[config.mk]
export PLATFORM = sky130hd
export DESIGN_NAME = data_mem_mmio
export DESIGN_NICKNAME = d
export VERILOG_FILES = /design/src/rtl/data_mem_mmio_pkg.sv /design/src/rtl/data_mem_mmio_tx_fifo.sv /design/src/rtl/data_mem_mmio.sv
export SDC_FILE = /design/constraint.sdc
export NUM_CORES = 2
export LEC_CHECK = 0
export ABC_AREA = 1
export CAP_MARGIN = 10
export CORE_ASPECT_RATIO = 0.8
export CORE_MARGIN = 4
export CORE_UTILIZATION = 40
export CTS_CLUSTER_DIAMETER = 80
export DETAILED_ROUTE_END_ITERATION = 16
export PLACE_DENSITY_LB_ADDON = 0.15
export RECOVER_POWER = 100
export REMOVE_ABC_BUFFERS = 1
export SLEW_MARGIN = 20
export SYNTH_ARGS = -nofsm -noshare
export SYNTH_HDL_FRONTEND = slang
export SYNTH_SLANG_ARGS = --single-unit
[constraint.sdc]
create_clock -name clk -period 5.2 [get_ports clk]
set_clock_uncertainty 0.05 [all_clocks]
set_input_delay 1.04 -clock clk [delete_from_list [all_inputs] [get_ports clk]]
set_output_delay 1.04 -clock clk [all_outputs]
set_load 0.1 [all_outputs]
[src/rtl/data_mem_mmio_pkg.sv]
// data_mem_mmio_pkg: address map, TXSTAT bit positions, region type and address decoder
package data_mem_mmio_pkg;
    localparam int MEM_ADDR_WIDTH = 8;
    localparam int MEM_WORD_WIDTH = 32;
    localparam int RAM_WORDS = 48;
    localparam logic [MEM_ADDR_WIDTH-1:0] MMIO_BASE = 8'hC0;
    localparam logic [MEM_ADDR_WIDTH-1:0] LEDS_OFF = 8'h00;
    localparam logic [MEM_ADDR_WIDTH-1:0] CYCLES_OFF = 8'h04;
    localparam logic [MEM_ADDR_WIDTH-1:0] TXDATA_OFF = 8'h08;
    localparam logic [MEM_ADDR_WIDTH-1:0] TXSTAT_OFF = 8'h0C;
    localparam int TXSTAT_FULL = 0;
    localparam int TXSTAT_EMPTY = 1;
    localparam int TXSTAT_COUNT = 2;
    localparam int TXSTAT_OVF = 7;

    typedef enum logic [2:0] {REG_RAM, REG_LEDS, REG_CYCLES, REG_TXDATA, REG_TXSTAT, REG_NONE} region_t;

    function automatic region_t decode(input logic [MEM_ADDR_WIDTH-1:0] a);
        logic [MEM_ADDR_WIDTH-1:0] w;
        w = {a[MEM_ADDR_WIDTH-1:2], 2'b00};
        return w < MMIO_BASE ? REG_RAM :
               w == MMIO_BASE + LEDS_OFF ? REG_LEDS :
               w == MMIO_BASE + CYCLES_OFF ? REG_CYCLES :
               w == MMIO_BASE + TXDATA_OFF ? REG_TXDATA :
               w == MMIO_BASE + TXSTAT_OFF ? REG_TXSTAT : REG_NONE;
    endfunction
endpackage

[src/rtl/data_mem_mmio_tx_fifo.sv]
// tx_fifo: byte FIFO (clk, rst, push, pop, din -> dout head, full, empty, count), pop-before-push
module tx_fifo #(
    parameter int DEPTH = 8
) (
    input  logic                   clk,
    input  logic                   rst,
    input  logic                   push,
    input  logic                   pop,
    input  logic [7:0]             din,
    output logic [7:0]             dout,
    output logic                   full,
    output logic                   empty,
    output logic [$clog2(DEPTH):0] count
);
    localparam int AW = $clog2(DEPTH);
    localparam int CW = AW + 1;

    logic [7:0]    mem_q [DEPTH];
    logic [AW-1:0] wr_ptr_q, wr_ptr_d, rd_ptr_q, rd_ptr_d;
    logic [CW-1:0] count_q, count_d;
    logic          do_push, do_pop;

    assign empty = count_q == '0;
    assign full = count_q == CW'(DEPTH);
    assign count = count_q;
    assign dout = empty ? 8'h00 : mem_q[rd_ptr_q];
    assign do_pop = pop && !empty;
    // a full FIFO still takes a byte when the head leaves on the same edge
    assign do_push = push && (!full || do_pop);

    always_comb begin
        wr_ptr_d = do_push ? wr_ptr_q + AW'(1) : wr_ptr_q;
        rd_ptr_d = do_pop ? rd_ptr_q + AW'(1) : rd_ptr_q;
        count_d = count_q + CW'(do_push) - CW'(do_pop);
    end

    always_ff @(posedge clk) begin
        if (rst) begin
            wr_ptr_q <= '0;
            rd_ptr_q <= '0;
            count_q <= '0;
        end else begin
            wr_ptr_q <= wr_ptr_d;
            rd_ptr_q <= rd_ptr_d;
            count_q <= count_d;
        end
    end

    always_ff @(posedge clk)
        if (do_push) mem_q[wr_ptr_q] <= din;
endmodule

[src/rtl/data_mem_mmio.sv]
// data_mem_mmio: 48-word RAM plus LEDS/CYCLES/TXDATA/TXSTAT MMIO on the CPU data port, TX byte stream out
module data_mem_mmio
    import data_mem_mmio_pkg::*;
#(
    parameter int TX_FIFO_DEPTH = 8
) (
    input  logic                      clk,
    input  logic                      rst,
    input  logic                      clk_enable,
    input  logic [MEM_ADDR_WIDTH-1:0] i_mem_read_address,
    input  logic [MEM_ADDR_WIDTH-1:0] i_mem_write_address,
    input  logic [MEM_WORD_WIDTH-1:0] i_mem_write_data,
    input  logic                      i_mem_write_enable,
    output logic [MEM_WORD_WIDTH-1:0] o_mem_read_data,
    output logic [7:0]                o_leds,
    output logic [7:0]                o_tx_data,
    output logic                      o_tx_valid,
    input  logic                      i_tx_ready
);
    logic [MEM_WORD_WIDTH-1:0] ram_q [RAM_WORDS] = '{default: '0};
    logic [7:0]  leds_q, leds_d;
    logic [31:0] cycles_q, cycles_d;
    logic        ovf_q, ovf_d;
    logic [31:0] stat;
    logic        wr_en, tx_push, tx_pop, tx_full, tx_empty;
    logic [$clog2(TX_FIFO_DEPTH):0] tx_count;
    region_t     rd_region, wr_region;

    assign rd_region = decode(i_mem_read_address);
    assign wr_region = decode(i_mem_write_address);
    assign wr_en = clk_enable && i_mem_write_enable;
    assign tx_push = wr_en && wr_region == REG_TXDATA;
    assign tx_pop = o_tx_valid && i_tx_ready && clk_enable;
    assign o_tx_valid = !tx_empty;
    assign o_leds = leds_q;

    tx_fifo #(.DEPTH(TX_FIFO_DEPTH)) u_tx_fifo (
        .clk   (clk),
        .rst   (rst),
        .push  (tx_push),
        .pop   (tx_pop),
        .din   (i_mem_write_data[7:0]),
        .dout  (o_tx_data),
        .full  (tx_full),
        .empty (tx_empty),
        .count (tx_count)
    );

    always_comb begin
        stat = '0;
        stat[TXSTAT_FULL] = tx_full;
        stat[TXSTAT_EMPTY] = tx_empty;
        stat[TXSTAT_COUNT +: 5] = 5'(tx_count);
        stat[TXSTAT_OVF] = ovf_q;
        case (rd_region)
            REG_RAM:    o_mem_read_data = ram_q[i_mem_read_address[7:2]];
            REG_LEDS:   o_mem_read_data = {24'h0, leds_q};
            REG_CYCLES: o_mem_read_data = cycles_q;
            REG_TXSTAT: o_mem_read_data = stat;
            default:    o_mem_read_data = '0;
        endcase
    end

    always_comb begin
        leds_d = wr_en && wr_region == REG_LEDS ? i_mem_write_data[7:0] : leds_q;
        // a clearing write beats the increment on the same edge
        cycles_d = !clk_enable ? cycles_q : wr_en && wr_region == REG_CYCLES ? '0 : cycles_q + 32'd1;
        ovf_d = wr_en && wr_region == REG_TXSTAT ? 1'b0 : tx_push && tx_full && !tx_pop ? 1'b1 : ovf_q;
    end

    always_ff @(posedge clk) begin
        if (rst) begin
            leds_q <= '0;
            cycles_q <= '0;
            ovf_q <= 1'b0;
        end else begin
            leds_q <= leds_d;
            cycles_q <= cycles_d;
            ovf_q <= ovf_d;
        end
    end

    // RAM writes ignore rst so a store issued during reset still lands
    always_ff @(posedge clk)
        if (wr_en && wr_region == REG_RAM) ram_q[i_mem_write_address[7:2]] <= i_mem_write_data;
endmodule
### Yosys cells after proc, flatten, opt, wreduce, memory -nomap -nowiden

Memory sizes are Yosys's and may differ from the RTL's. A register that Yosys moved wholly into a read port is not among the register bits.
Index checks and enable logic that the tools add are counted.

| word-level totals | value |
|---|---|
| flip-flop bits (word level) | 51 |
| bits in writable memories | 1600 |
| input bits | 53 |
| output and inout bits | 49 |
| word-level logic and storage cells | 70 |
| memories kept | 2 |

| operators by class | value |
|---|---|
| $add $sub $neg | 5 |
| $lt $le $gt $ge | 2 |
| equality and inequality tests | 16 |
| muxes and demuxes | 19 |
| reduce and logical (&&, ||, !) cells | 20 |

Memory list:

| memory | depth | bits a word | rd ports | clocked after Yosys merged registers in | write ports | RTL line | RTL |
|---|---|---|---|---|---|---|---|
| ram_q | 48 | 32 | 1 | 0 | 1 | data_mem_mmio.sv:20 | `logic [MEM_WORD_WIDTH-1:0] ram_q [RAM_WORDS] = '{default: '0};` |
| u_tx_fifo.mem_q | 8 | 8 | 1 | 1 | 1 | data_mem_mmio_tx_fifo.sv:18 | `logic [7:0] mem_q [DEPTH];` |

Operators with widths:

| operator | count |
|---|---|
| case mux 32 bit (4 select lines) | 1 |
| equality test 6 bit, second input constant | 8 |
| adder 32 x 1 -> 32 bit, second input constant | 1 |
| two-way mux 32 bit | 1 |
| two-way mux 3 bit | 10 |
| < comparator 8 bit, second input constant | 2 |
| logical AND 1 bit | 12 |
| equality test 3 x 2 -> 1 bit, second input constant | 3 |
| two-way mux 8 bit | 1 |
| adder 3 x 1 -> 3 bit, second input constant | 2 |
| equality test 3 x 1 -> 1 bit, second input constant | 2 |
| equality test 3 bit, second input constant | 2 |
| logical NOT 3 bit | 2 |
| two-way mux 1 bit | 6 |
| adder 4 x 1 -> 4 bit | 1 |
| equality test 4 bit, second input constant | 1 |
| logical NOT 4 bit | 1 |
| subtractor 4 x 1 -> 4 bit | 1 |
| logical NOT 1 bit | 3 |
| OR reduction 2 bit | 1 |
| logical OR 1 bit | 1 |

### Logic depth before layout (Yosys ltp)

| logic depth | value |
|---|---|
| depth in word-level cells | 11 |
| depth in mapped cells | 14 |

### By module

Synthesis repeated with hierarchy kept, for this count alone.

| unflattened totals | value |
|---|---|
| cell total of the unflattened synthesis | 6545 |
| area total of the unflattened synthesis | 69285.2 µm² |

By module, submodules not included:

| module | instances | cells an instance | area an instance (µm²) | seq. area each (µm²) |
|---|---|---|---|---|
| data_mem_mmio | 1 | 6209 | 65925.7 | 46945.0 |
| tx_fifo | 1 | 336 | 3359.5 | 2182.1 |

### Least setup slack after synthesis

Ideal clock, no wire load.

| timing | value |
|---|---|
| path kind | input-to-reg |
| from | input port i_mem_write_address[7] |
| to | memory ram_q[43][0], enable pin |
| setup time | 0.502 ns |
| data arrival time | 4.532 ns |
| setup slack | 0.116 ns |
| stages | 4 |
| buffers on the path | 0 |
| path through | inv_1 > nor3_1 > nand2_1 > nor4_1 |

| on the way | value |
|---|---|
| word-level cells in the longest chain between the ends | 10 |

RTL lines:

| what | RTL line | RTL |
|---|---|---|
| start, declared | data_mem_mmio.sv:11 | `input logic [MEM_ADDR_WIDTH-1:0] i_mem_write_address,` |
| equality test 6 bit | data_mem_mmio_pkg.sv:25 | `w == MMIO_BASE + TXSTAT_OFF ? REG_TXSTAT : REG_NONE;` |
| two-way mux 1 bit | data_mem_mmio_pkg.sv:25 |  |
| two-way mux 3 bit | data_mem_mmio_pkg.sv:24 | `w == MMIO_BASE + TXDATA_OFF ? REG_TXDATA :` |
| two-way mux 3 bit | data_mem_mmio_pkg.sv:23 | `w == MMIO_BASE + CYCLES_OFF ? REG_CYCLES :` |
| two-way mux 3 bit | data_mem_mmio_pkg.sv:22 | `w == MMIO_BASE + LEDS_OFF ? REG_LEDS :` |
| two-way mux 3 bit | data_mem_mmio_pkg.sv:21 | `return w < MMIO_BASE ? REG_RAM :` |
| logical NOT 3 bit | data_mem_mmio.sv:85 | `if (wr_en && wr_region == REG_RAM) ram_q[i_mem_write_address[7:2]] <= i_mem_write_data;` |
| logical AND 1 bit | data_mem_mmio.sv:85 |  |
| two-way mux 1 bit | data_mem_mmio.sv:85 |  |
| two-way mux 1 bit (implied by the code) | data_mem_mmio.sv:85 |  |
| end, declared | data_mem_mmio.sv:20 |  |

Parallel ways exist; a longest one is shown, timed or not.

### Worst setup path in the final report

| timing | value |
|---|---|
| from | input port i_mem_read_address[2] |
| to | output port o_mem_read_data[26] |

| on the way | value |
|---|---|
| word-level cells in the longest chain between the ends | 8 |

RTL lines:

| what | RTL line | RTL |
|---|---|---|
| start, declared | data_mem_mmio.sv:10 | `input logic [MEM_ADDR_WIDTH-1:0] i_mem_read_address,` |
| equality test 6 bit | data_mem_mmio_pkg.sv:25 |  |
| two-way mux 1 bit | data_mem_mmio_pkg.sv:25 |  |
| two-way mux 3 bit | data_mem_mmio_pkg.sv:24 |  |
| two-way mux 3 bit | data_mem_mmio_pkg.sv:23 |  |
| two-way mux 3 bit | data_mem_mmio_pkg.sv:22 |  |
| two-way mux 3 bit | data_mem_mmio_pkg.sv:21 |  |
| equality test 3 bit (tied with other cells) | data_mem_mmio.sv:55 | `case (rd_region)` |
| case mux 32 bit (4 select lines) (*) | data_mem_mmio.sv:55 |  |
| end, declared | data_mem_mmio.sv:14 | `output logic [MEM_WORD_WIDTH-1:0] o_mem_read_data,` |

Mark *: on every way between the ends. The rest lies on a longest branch, timed or not.

==> results.yml <==
synth:
  ys_seq_area_frac: 0.7200
  async_reset_ff_frac: 0
  yosys.cell_count.top_type: "nand2_1"
  synth_cell_types: 39
  yosysTopAreaCellShare: 0.7041
  synth.avg_cell_area_um2: 11.04
  synth_largest_area_cell: "edfxtp_1"
  yosys_warnings: 0
  synth-edff-count: 1600
  syn_area_um2: 68230
  synth-seq-cells: 1654
  synthTopCellsByArea: "edfxtp_1 (70%), nand2_1 (9.2%), nor2_1 (5.4%)"
  synth_common_cells: "nand2_1 (1666), edfxtp_1 (1600), nor2_1 (983), nand3_1 (618), inv_1 (433)"
  ys.flop_type: "edfxtp_1"
  syn_inst: 6181
power_and_ir_drop:
  vdd_ir_drop_max_mv: 0.3242
  p_per_area_nw_per_um2: 372.8
  power.leakage_uw: 0.02821
  power_uw: 28830
critical_path:
  crit_buf_inv: 6
  slowest_stage: "nand3_1"
  critPathMaxFanout: 45
  start_kind: "input port"
  crit_chain: "buf_8, inv_16, nor2_2, buf_12, nand3_1, clkbuf_4, nor2_1, buf_4, nor2_1, nand2_1, buf_12"
  worstPathArrival_ns: 3.99
  crit_type: "in2out"
  endpoint_kind: "primary output"
  crit_required_ns: 4.11
  crit_path_max_incr_delay_ns: 0.53
  crit_family: "buffers and inverters"
clocking:
  cts_resized: 0
  cts_buffers: 167
  cts_htree_levels: 4
  cts_root_buffer: "clkbuf_16"
  cts_max_path_buffers: 3
  cts.sinks: 1654
  clk_pin_slew_ns: 0.06
  clkLatencyLatePin_ns: 0.79
  hold_buffers: 0
  cts_tree: "built"
  cts_setup_buffers: 0
floorplan:
  io-pin-count: 102
  row_count: 135
  core_um2: 169400
  start_util: 0.4028
  die-area_um2: 177300
  die_y_um: 377.4
  fp.dieW_um: 469.8
placement:
  hpwl_mm: 113.8
  port_buffers: 97
  gp_congestion: 0.8392
  dp.cells: 8404
drt:
  viasPerCell: 5.162
  vias: 44882
  wl_mm: 202.2
  ant_nets: 0
  drt_iter0_drc: 4361
  wl_per_cell_um: 23.25
  drc: 0
  dr.pass1.iters: 6
timing:
  finalSetupViolations: 0
  min_period_over_period: 0.9777
  finalCriticalPeriod_ns: 5.084
  drv_slew: 1844
  fmax_ghz: 0.1967
  hold_viol_final: 0
  worst_pin_slew_ns: 3.037
  slew_headroom: -1.025
  rsz0062_at_grt: "no"
layout:
  fin_util: 0.4565
  drive_gt1_frac: 0.06886
  layoutNonFillerInstCount: 8694
  n_fill_cell: 15547
  regArea_um2: 49130
  syn_to_final_growth_pct: 13.35
  layout.nets: 6376
  multiInputGateArea_um2: 16180
grt:
  grt_pass1_wl_mm: 293.5
  antenna_found_initial: 3
  overflow: 0
  grt_max_degree: 118
  grt_use_met2: 0.3483
  track_usage: 0.2244
  grt_pass1_vias: 41786
  grt_util_met1: 0.3339
  grt_util_met3: 0.02646
  top_usage_layer: "met2"
run:
  max_cap_viol_count: 44
status:
  violations: "capacitance limit, slew limit"
  status: "finished with violations"
min_path:
  hp-class: "reg2reg"
==> power breakdown <==
part           switching [uW]  internal [uW]  leakage (uW)
combinational            2000            572        0.0109
sequential               25.9          14700        0.0148
clock                    4970           6580       0.00250
total                    6990          21800        0.0282
==> cells in the final DEF (no fill, tap or decap), drive strengths merged <==
| cell type | netlist | layout |
|---|---|---|
| xor2 | 2 | 2 |
| nand2 | 1667 | 1667 |
| clkbuf | 75 | 328 |
| clkinv | 2 | 70 |
| nor2 | 990 | 990 |
| clkinvlp | 0 | 1 |
| a211oi | 4 | 4 |
| a21o | 1 | 1 |
| bufinv | 0 | 10 |
| inv | 438 | 439 |
| o21a | 2 | 2 |
| ha | 9 | 9 |
| nand4 | 15 | 15 |
| nor3 | 54 | 54 |
| a21boi | 1 | 1 |
| o32ai | 16 | 16 |
| a22o | 1 | 1 |
| buf | 234 | 132 |
| a31oi | 1 | 1 |
| nor3b | 1 | 1 |
| o211ai | 31 | 31 |
| diode | 0 | 1 |
| xnor2 | 2 | 2 |
| nor4 | 2 | 2 |
| edfxtp | 1600 | 1600 |
| clkdlybuf4s50 | 0 | 10 |
| nand3 | 618 | 618 |
| dfxtp | 54 | 54 |
| a21oi | 63 | 63 |
| fa | 1 | 1 |
| o21ai | 296 | 296 |
| and3 | 1 | 1 |
| dlygate4sd3 | 0 | 11 |
==> final cells by class <==
cell class,instances,share of cell area
clock inverter,80,0.007652
tap,2260,0.03656
inverter,440,0.02166
sequential,1654,0.6352
antenna,1,0.00003236
timing repair buffer,272,0.03129
clock buffer,209,0.05840
multi-input combinational,3778,0.2092
==> layer usage <==
layer  wire length [um]  part of all wire
met2              91030              0.45
met4               5052             0.025
met5                 13          0.000064
met1              95650              0.47
met3              10420             0.052
==> state kept, by name, summed over array words and instances, names as in the netlist, named ones only <==
signal	cells
o_leds	8
u_tx_fifo.rd_ptr_q	3
ram_q	1536
ovf_q	1
u_tx_fifo.wr_ptr_q	3
u_tx_fifo.count	4
cycles_q	32
u_tx_fifo.mem_q	64
==> stage by stage <==
stage          hold WS, ns  TNS (ns)  instance area, um2  setup WS, ns
2_1_floorplan       0.3831    -44.15               66710        -1.747
3_3_place_gp        0.3982         0               72920        0.1418
3_5_place_dp        0.4151         0               72920        0.2079
4_1_cts             0.4275         0               78030        0.1917
5_1_grt             0.4655         0               77340       0.06151
6_report            0.4279         0               77340        0.1158
==> cell families (layout without fill, tap and decap cells) <==
kind of cell,Yosys count,in the layout,share of synthesized area
AOI/OAI and AO/OA,416,416,0.03290
DFF,1654,1654,0.7200
other,0,1,0
buffers and inverters,749,1001,0.04663
and+or+nand+nor,3348,3348,0.1980
adders and majority gates,10,10,0.001944
xor gates and xnor gates,4,4,0.0005135
==> path summary, 6_finish.rpt <==
check        slack [ns]  depth (start not counted)                          startpoint                               to
max                0.12                         11               i_mem_read_address[2]              o_mem_read_data[26]
min                0.43                          2  u_tx_fifo.rd_ptr_q[2]$_SDFFE_PP0P_                        flip-flop
max reg2reg        2.03                         10       u_tx_fifo.count[2]$_SDFF_PP0_  u_tx_fifo.mem_q[1][2]$_DFFE_PP_
min reg2reg        0.43                          2  u_tx_fifo.rd_ptr_q[2]$_SDFFE_PP0P_                        flip-flop
==> worst reg2reg max path: cells and delay by family (launching register included) <==
| family | cells | cell delay, ns |
|---|---|---|
| flops | 1 | 0.35 |
| simple gates | 6 | 1.40 |
| fa+ha+maj | 1 | 0.20 |
| buf+inv | 3 | 0.78 |
(Power assumes the default switching activity.)
